[src/rtl/mux4a2_cond_l1.sv]
// rtl/mux4a2_cond_l1.sv - L1 4-to-2 serializing mux with per-lane input FIFOs
//
// Four byte lanes are buffered in small FIFOs and interleaved onto two
// registered output lanes: output 0 serves lanes 0/1, output 1 serves 2/3.
// Each output prefers one of its two lanes and flips the preference to the
// other lane after every grant, so two busy lanes alternate strictly while a
// single busy lane drains at one byte per cycle.
//
// Ports:
//   clk_2f               single clock, rising edge
//   reset                synchronous, active-high
//   valid_in0..3         lane N offers data_inN this cycle
//   data_in0..3          lane N input byte
//   ready_in0..3         lane N FIFO has room (from the count only)
//   validout0..1         dataoutK carries a fresh byte (registered)
//   dataout0..1          output byte (registered, holds when idle)
module mux4a2_cond_l1 #(
  parameter int DATA_W     = 8,
  parameter int FIFO_DEPTH = 2
) (
  input  logic              clk_2f,
  input  logic              reset,
  input  logic              valid_in0,
  input  logic              valid_in1,
  input  logic              valid_in2,
  input  logic              valid_in3,
  input  logic [DATA_W-1:0] data_in0,
  input  logic [DATA_W-1:0] data_in1,
  input  logic [DATA_W-1:0] data_in2,
  input  logic [DATA_W-1:0] data_in3,
  output logic              ready_in0,
  output logic              ready_in1,
  output logic              ready_in2,
  output logic              ready_in3,
  output logic              validout0,
  output logic              validout1,
  output logic [DATA_W-1:0] dataout0,
  output logic [DATA_W-1:0] dataout1
);

  localparam int PTR_W = $clog2(FIFO_DEPTH);
  localparam int CNT_W = $clog2(FIFO_DEPTH + 1);
  localparam logic [CNT_W-1:0] FULL_CNT = CNT_W'(FIFO_DEPTH);

  logic [3:0]             valid_in_w;
  logic [3:0][DATA_W-1:0] data_in_w;
  logic [3:0]             ready_w;
  logic [3:0]             push;
  logic [3:0]             pop;

  logic [3:0][FIFO_DEPTH-1:0][DATA_W-1:0] mem_q, mem_d;
  logic [3:0][PTR_W-1:0]                  wr_ptr_q, wr_ptr_d;
  logic [3:0][PTR_W-1:0]                  rd_ptr_q, rd_ptr_d;
  logic [3:0][CNT_W-1:0]                  cnt_q, cnt_d;

  logic [1:0]             sel_q, sel_d;
  logic [1:0]             validout_q, validout_d;
  logic [1:0][DATA_W-1:0] dataout_q, dataout_d;

  assign valid_in_w = {valid_in3, valid_in2, valid_in1, valid_in0};
  assign data_in_w  = {data_in3, data_in2, data_in1, data_in0};

  // Ready is deliberately blind to a same-cycle pop so it depends on the
  // registered count alone and never forms a path through the arbiter.
  always_comb begin
    ready_w = '0;
    push    = '0;
    for (int n = 0; n < 4; n++) begin
      ready_w[n[1:0]] = !reset && (cnt_q[n[1:0]] < FULL_CNT);
      push[n[1:0]]    = valid_in_w[n[1:0]] && ready_w[n[1:0]];
    end
  end

  // Per-output arbiter: preferred lane if non-empty, else the other lane.
  always_comb begin
    logic [1:0] la;
    logic [1:0] lb;
    logic       ne_a;
    logic       ne_b;
    logic       take_a;
    logic       take_b;
    pop        = '0;
    sel_d      = sel_q;
    validout_d = '0;
    dataout_d  = dataout_q;
    la         = '0;
    lb         = '0;
    ne_a       = 1'b0;
    ne_b       = 1'b0;
    take_a     = 1'b0;
    take_b     = 1'b0;
    for (int k = 0; k < 2; k++) begin
      la     = {k[0], 1'b0};
      lb     = {k[0], 1'b1};
      ne_a   = cnt_q[la] != '0;
      ne_b   = cnt_q[lb] != '0;
      take_a = ne_a && (!sel_q[k[0]] || !ne_b);
      take_b = ne_b && ( sel_q[k[0]] || !ne_a);
      if (take_a) begin
        pop[la]             = 1'b1;
        dataout_d[k[0]]     = mem_q[la][rd_ptr_q[la]];
        validout_d[k[0]]    = 1'b1;
        sel_d[k[0]]         = 1'b1;
      end else if (take_b) begin
        pop[lb]             = 1'b1;
        dataout_d[k[0]]     = mem_q[lb][rd_ptr_q[lb]];
        validout_d[k[0]]    = 1'b1;
        sel_d[k[0]]         = 1'b0;
      end
    end
  end

  // FIFO bookkeeping; pointers wrap naturally since the depth is a power of two.
  always_comb begin
    mem_d    = mem_q;
    wr_ptr_d = wr_ptr_q;
    rd_ptr_d = rd_ptr_q;
    cnt_d    = cnt_q;
    for (int n = 0; n < 4; n++) begin
      if (push[n[1:0]]) begin
        mem_d[n[1:0]][wr_ptr_q[n[1:0]]] = data_in_w[n[1:0]];
        wr_ptr_d[n[1:0]] = wr_ptr_q[n[1:0]] + PTR_W'(1);
      end
      if (pop[n[1:0]]) begin
        rd_ptr_d[n[1:0]] = rd_ptr_q[n[1:0]] + PTR_W'(1);
      end
      case ({push[n[1:0]], pop[n[1:0]]})
        2'b10:   cnt_d[n[1:0]] = cnt_q[n[1:0]] + CNT_W'(1);
        2'b01:   cnt_d[n[1:0]] = cnt_q[n[1:0]] - CNT_W'(1);
        default: cnt_d[n[1:0]] = cnt_q[n[1:0]];
      endcase
    end
  end

  always_ff @(posedge clk_2f) begin
    if (reset) begin
      wr_ptr_q   <= '0;
      rd_ptr_q   <= '0;
      cnt_q      <= '0;
      sel_q      <= '0;
      validout_q <= '0;
      dataout_q  <= '0;
    end else begin
      wr_ptr_q   <= wr_ptr_d;
      rd_ptr_q   <= rd_ptr_d;
      cnt_q      <= cnt_d;
      sel_q      <= sel_d;
      validout_q <= validout_d;
      dataout_q  <= dataout_d;
    end
  end

  // Storage needs no reset: a zero count makes stale entries unreachable.
  always_ff @(posedge clk_2f) begin
    mem_q <= mem_d;
  end

  assign ready_in0 = ready_w[0];
  assign ready_in1 = ready_w[1];
  assign ready_in2 = ready_w[2];
  assign ready_in3 = ready_w[3];
  assign validout0 = validout_q[0];
  assign validout1 = validout_q[1];
  assign dataout0  = dataout_q[0];
  assign dataout1  = dataout_q[1];

endmodule

[config.mk]
export PLATFORM = sky130hd
export DESIGN_NAME = mux4a2_cond_l1
export DESIGN_NICKNAME = d
export VERILOG_FILES = /design/src/rtl/mux4a2_cond_l1.sv
export SDC_FILE = /design/constraint.sdc
export NUM_CORES = 1
export LEC_CHECK = 0
export ABC_AREA = 1
export CELL_PAD_IN_SITES_DETAIL_PLACEMENT = 1
export CELL_PAD_IN_SITES_GLOBAL_PLACEMENT = 2
export CORE_MARGIN = 5
export CORE_UTILIZATION = 34
export DETAILED_ROUTE_END_ITERATION = 16
export PLACE_DENSITY_LB_ADDON = 0.1
export SLEW_MARGIN = 20
export SYNTH_ARGS = -nofsm -noshare
export SYNTH_HDL_FRONTEND = slang
export SYNTH_SLANG_ARGS = --single-unit
[constraint.sdc]
create_clock -name clk_2f -period 1.8 [get_ports clk_2f]
set_input_delay 0.45 -clock clk_2f [delete_from_list [all_inputs] [get_ports clk_2f]]
set_output_delay 0.45 -clock clk_2f [all_outputs]
set_load 0.005 [all_outputs]
==> flow_summary.yaml <==
run_status:
  outcome: "complete, no violations"
detailed_routing:
  routed_wl_mm: 9.37
  drtIter0Drc: 101
  vias: 3117
  wl_per_cell_um: 13.5
  postRouteAntennaNets: 0
  drc: 0
  drt_pass1_iterations: 4
  via_per_inst: 4.49
final_layout:
  area_growth_pct: 30.1
  n_fill_cell: 1400
  final_area_mm2: 0.00549
  multi_input_area_mm2: 0.00125
  final_common_cell: "nand2_1"
  mostFrequentLayoutCells: "nand2_1 (122), edfxtp_1 (64), inv_1 (55)"
  drive_gt1_frac: 0.150
  utilization: 0.453
  n_antenna_cell: 0
  ff_latch_area_mm2: 0.00265
  nets: 563
job:
  cap_violations: 0
clock_tree:
  cts_resized: 5
  cts.sinks: 100
  insertion_delay_ns: 0.35
  h-tree-depth: 3
  cts_buffers: 9
  cts_tree: "yes"
  cts_setup_buffers: 0
  cts_hold_buf: 0
  path_clk_slew_ns: 0.07
  cts-root-buf: "clkbuf_16"
  cts_buffer_depth: 2
floorplan:
  fp.dieArea_mm2: 0.0147
  rows: 40
  start_util: 0.348
  pin_count: 60
  die_y_um: 121
  die_x_um: 121
  core_area_mm2: 0.0121
timing:
  worstMarginPinSlew_ns: 0.564
  rsz0062_at_grt: "no"
  max_slew_margin: 0.623
  final-hold-violation-count: 0
  fmax_mhz: 592
  clock_skew_ns: 0.00665
  final_max_slew_viol_count: 0
  period_needed_ns: 1.69
  period_share: 0.938
  finalSetupViolCount: 0
power_and_ir_drop:
  ir_drop_mv: 0.771
  power_density_mw_per_mm2: 1500
  p_leak_nw: 2.36
synthesis:
  synth_fp_nets: 480
  syn_area_mm2: 0.00422
  yosysSeqAreaShare: 0.626
  avgSynthCellArea_um2: 9.63
  netlist_instances: 438
  yosysUniqueCellTypes: 26
  synth-seq-cells: 100
  yosysWarnings: 0
setup_path:
  arrival_ns: 1.24
  crit_type: "in2out"
  critPathMaxFanout: 9
  required_ns: 1.35
  start_kind: "input pin"
  critPathCaptureType: "output pin"
global_routing:
  track_usage: 0.139
  grt_pass1_wl_mm: 15.7
  grt_remaining_overflow: 0
  grt_pass1_vias: 3344
  grt_max_degree: 19
  grt_antenna_before_repair: 0
placement:
  gp_congestion: 0.696
  port_buffers: 59
  dp_hpwl_mm: 6.96
  placed_cell_area_mm2: 0.00514
min_path:
  hold_path.class: "reg2reg"
-- where the power goes --
| group | switching [mW] | internal, mW | total, mW |
|---|---|---|---|
| logic | 1.55 | 1.20 | 2.75 |
| clock network | 0.851 | 1.40 | 2.25 |
| registers | 0.409 | 2.85 | 3.26 |
| total | 2.81 | 5.45 | 8.26 |
-- area by class of cell --
| type | instances | share of cell area |
|---|---|---|
| Timing Repair Buffer | 83 | 0.142 |
| Tap cell | 168 | 0.0383 |
| Inverter | 68 | 0.0465 |
| Clock buffer | 10 | 0.0435 |
| Sequential cell | 100 | 0.482 |
| Clock inverter | 6 | 0.0203 |
| Multi-Input combinational cell | 259 | 0.228 |
-- stage by stage --
| step | setup TNS (ns) | total power, mW | worst slack (ns) | hold slack [ns] | instances |
|---|---|---|---|---|---|
| 2_1_floorplan | 0 | 5.03 | 0.180 | 0.446 | 438 |
| 3_3_place_gp | -15.42 | 6.06 | -0.366 | 0.437 | 678 |
| 3_5_place_dp | -19.56 | 6.15 | -0.396 | 0.438 | 678 |
| 4_1_cts | 0 | 8.42 | 0.0858 | 0.452 | 694 |
| 5_1_grt | 0 | 8.90 | 0.00922 | 0.472 | 694 |
| 6_report | 0 | 8.26 | 0.112 | 0.449 | 694 |
-- cells in the mapped netlist --
master | number | area share
nand2_4 | 5 | 0.013
buf_4 | 3 | 0.0053
a21oi_4 | 2 | 0.0077
nor3_2 | 1 | 0.0024
edfxtp_1 | 64 | 0.46
inv_1 | 55 | 0.049
o21ai_0 | 12 | 0.014
a21oi_1 | 11 | 0.013
a21oi_2 | 2 | 0.0042
nor3_1 | 4 | 0.0047
nand2_2 | 7 | 0.010
nor2_1 | 27 | 0.024
dfxtp_1 | 36 | 0.17
o21ai_1 | 11 | 0.013
nor2_4 | 1 | 0.0027
ha_1 | 4 | 0.012
nand3_1 | 33 | 0.039
buf_6 | 1 | 0.0027
nor2_2 | 5 | 0.0074
buf_2 | 7 | 0.0083
nand2_1 | 122 | 0.11
clkinv_1 | 1 | 0.00089
xor2_1 | 3 | 0.0062
nand4_1 | 8 | 0.012
inv_2 | 12 | 0.011
o21ai_2 | 1 | 0.0021
-- sequential cells by signal, summed over array words and instances (netlist names) --
signal	cells
mem_q	64
sel_q	2
validout_q	2
cnt_q	8
dataout0	8
rd_ptr_q	4
wr_ptr_q	4
dataout1	8
-- metal layers --
layer | GRT usage | vias to the layer above | share of wire
li1 | - | 1583 | -
met2 | 0.255 | 49 | 0.53
met5 | 0 | - | 0
met4 | 0.0672 | 0 | 0.022
met1 | 0.151 | 1472 | 0.42
met3 | 0.0280 | 13 | 0.030
-- final timing paths --
path	start	to	slack [ns]	cells past startpoint
worst min-delay path	dataout1[1]	dataout1[1]	0.45	2
worst max register to register	cnt_q[6]	cnt_q[7]	0.19	8
worst max-delay path	reset	ready_in2	0.11	4
worst min register to register	dataout1[1]	dataout1[1]	0.45	2
-- kinds of logic (layout without fill, tap and decap cells) --
logic type / Yosys count / in the layout / share of synthesized area
AO/OA/AOI/OAI: 39 / 39 / 0.0543
XOR/XNOR: 3 / 3 / 0.00623
adder cells (fa/ha/maj): 4 / 4 / 0.0119
buffers and inverters: 79 / 167 / 0.0768
flip-flops: 100 / 100 / 0.626
AND/OR/NAND/NOR: 213 / 213 / 0.224
-- worst max-delay path, cell delays in order --
cell,delay (ns)
dlygate4sd2_1,0.26
buf_12,0.15
nor2_2,0.12
dlygate4sd2_1,0.26
(Power assumes the default switching activity.)
==> RTL change, RTL diff (same flow settings) <==
The parameter `FIFO_DEPTH` goes from 2 to 4.
--- a/src/rtl/mux4a2_cond_l1.sv
+++ b/src/rtl/mux4a2_cond_l1.sv
@@ -18,3 +18,3 @@
   parameter int DATA_W     = 8,
-  parameter int FIFO_DEPTH = 2
+  parameter int FIFO_DEPTH = 4
 ) (
Behaviour: not the same (Yosys sat finds a counterexample within 4 cycles, from zero or initial values and one cycle with reset high).
==> RTL change against the original RTL <==
- worst setup slack got worse by 120 ps
- power increased by 74%
- global-route usage increased by 0.97 points
- largest power group is now combinational logic
- area after synthesis increased by 78%
- the flow now finishes with violations (negative setup slack)
- critical path type is now reg2reg
- routed wire length increased by 91%
- sequential cell count increased by 76
- fmax decreased by 6.4%
- critical endpoint is now cnt_q[2]
- final area increased by 76%
==> RTL change: results (changes against the original RTL) <==
- HPWL Detailed: 12800 um (+84%)
- Synthesized area per cell: 10.6 um2 (+9.9%)
- Final GP Congestion: 0.760 (+9.2%)
- Hold slack: 433 ps (-15.8 ps)
- Initial antenna violation count: 0 (unchanged)
- Clock buffer depth: 2 (unchanged)
- CTS clock-pin slew for the worst setup and hold paths: 60 ps
- Number of flops mapped to enable cells by yosys: 128 (+100%)
- Cell family with most CP delay: adder cells
- Power Density: 1480 nW/um2 (-1.4%)
- Final setup viols: 1 (+1)
- DRT Wirelength: 17900 um (+91%)
- CP arrival: 2100 ps (+860 ps)
- Clk Latency, worst-skew pair: 420 ps (+70 ps)
- Failing checks: negative setup slack
- Initial DRC Count: 224 (+120%)
- Vias/cell: 4.61 (+2.6%)
- Routing usage on met2: 24.6% (-0.87 points)
- CP max FO: 3 (-6)
- Seq/Total Area, Yosys: 64.1% (+1.5 points)
- Met3 usage: 3.72% (+0.93 points)
- FILL cells: 2382 (+70%)
- Status: finished with violations
- Net count of the finished layout: 909 (+61%)
- Hold Path Depth: 1 (-1)
- Top post-synthesis cells by area: edfxtp_1 51%, dfxtp_1 13%, nand2_1 9.1%, nand3_1 4.5%, ha_1 3.3%
- Final WS setup: -3.79 ps (-115 ps)
- Skew final: 7.74 ps (+1.09 ps)
- Most frequent cells after synthesis: 182 x nand2_1, 128 x edfxtp_1, 68 x nand3_1
- Unique masters post-synth: 29 (+12%)
- Largest net degree at the start of global routing: 22 (+3)
- CP max stage delay: 360 ps (+100 ps)
- Fraction of layout cells with a size suffix above 1: 24.7% (+9.6 points)
- Int Pwr: 9.33 mW (+71%)
- Htree depth: 4 (+1)
- Combinational share of power: 38.8% (+5.5 points)
- Synth Net Count: 770 (+60%)
- Met1 track demand over resource: 19.8% (+4.6 points)
- CTS buffer count: 17 (+8)
- Ant diodes: 0 (unchanged)
- Global Route Usage Sum: 14.9% (+0.97 points)
- Vias in the first global route: 5697 (+70%)
- Slew @ Worst Pin: 394 ps (-170 ps)
- Synth Flop Type: edfxtp_1
- First-pass GRT wire length: 28800 um (+84%)
- YS warnings: 0 (unchanged)
- Dpl cell area: 8810 um2 (+71%)
- Crit-path slowest cell: fa_2
- Register share of total power: 35.9% (-3.6 points)
- Tightest Hold Check Type: reg2reg
- Worst vdd ir: 0.000786 V (+1.9%)
- P_leak: 3.79 nW (+61%)
RTL change: changes by cell type in the layout (fill, tap and decap cells not counted), sizes merged, moves of 12 or more:
cell and delta:
buf +65, nand3 +44, o21ai +20, dfxtp +12
ha +16, a21oi +20, edfxtp +64, nor2 +37
nand2 +58
RTL change: cell families (layout without fill, tap and decap cells):
logic type | count (synthesis) | after routing | share of synthesized area, %
AO/OA/AOI/OAI | 80 | 80 | 5.79
XOR/XNOR | 5 | 5 | 0.584
adder cells (fa/ha/maj) | 24 | 24 | 4.41
buffers and inverters | 84 | 236 | 5.51
flip-flops | 176 | 176 | 64.1
AND/OR/NAND/NOR | 339 | 339 | 19.6
RTL change: area by class of cell:
type / count / area (um2) / share of cell area (%)
sequential: 176 / 4820 / 49.8
multi-input combinational: 448 / 2420 / 25.1
timing repair buffer: 146 / 1260 / 13.1
clock buffer: 18 / 429 / 4.43
tap: 280 / 350 / 3.62
inverter: 58 / 233 / 2.40
clock inverter: 14 / 156 / 1.62
RTL change: layer usage:
layer  share of wire (%)  routed length [um]
met1                  48                8630
met4                0.88                 157
met2                  48                8690
met3                 2.5                 446
met5                   0                   0
RTL change: per-stage QoR:
step	setup TNS [ps]	std cells	worst slack, ps
floorplan	-90.9	708	-32.3
global placement	-34600	1091	-543
detailed placement	-37750	1091	-583
CTS	-30.5	1137	-17.9
global route	-353	1140	-108
finish	-3.79	1140	-3.79
RTL change: worst paths after layout:
path / startpoint / to
hold / removal: cnt_q[3] / cnt_q[3]
setup / recovery: cnt_q[4] / cnt_q[2]
hold reg to reg: cnt_q[3] / cnt_q[3]
setup reg to reg: cnt_q[4] / cnt_q[2]
RTL change: what timing repair did:
action,4_1_cts,5_1_grt
resized for setup,54,18
buffers inserted,14,4
pin swaps,21,19
endpoints found under the hold margin,0,0
setup endpoints to repair,10,10
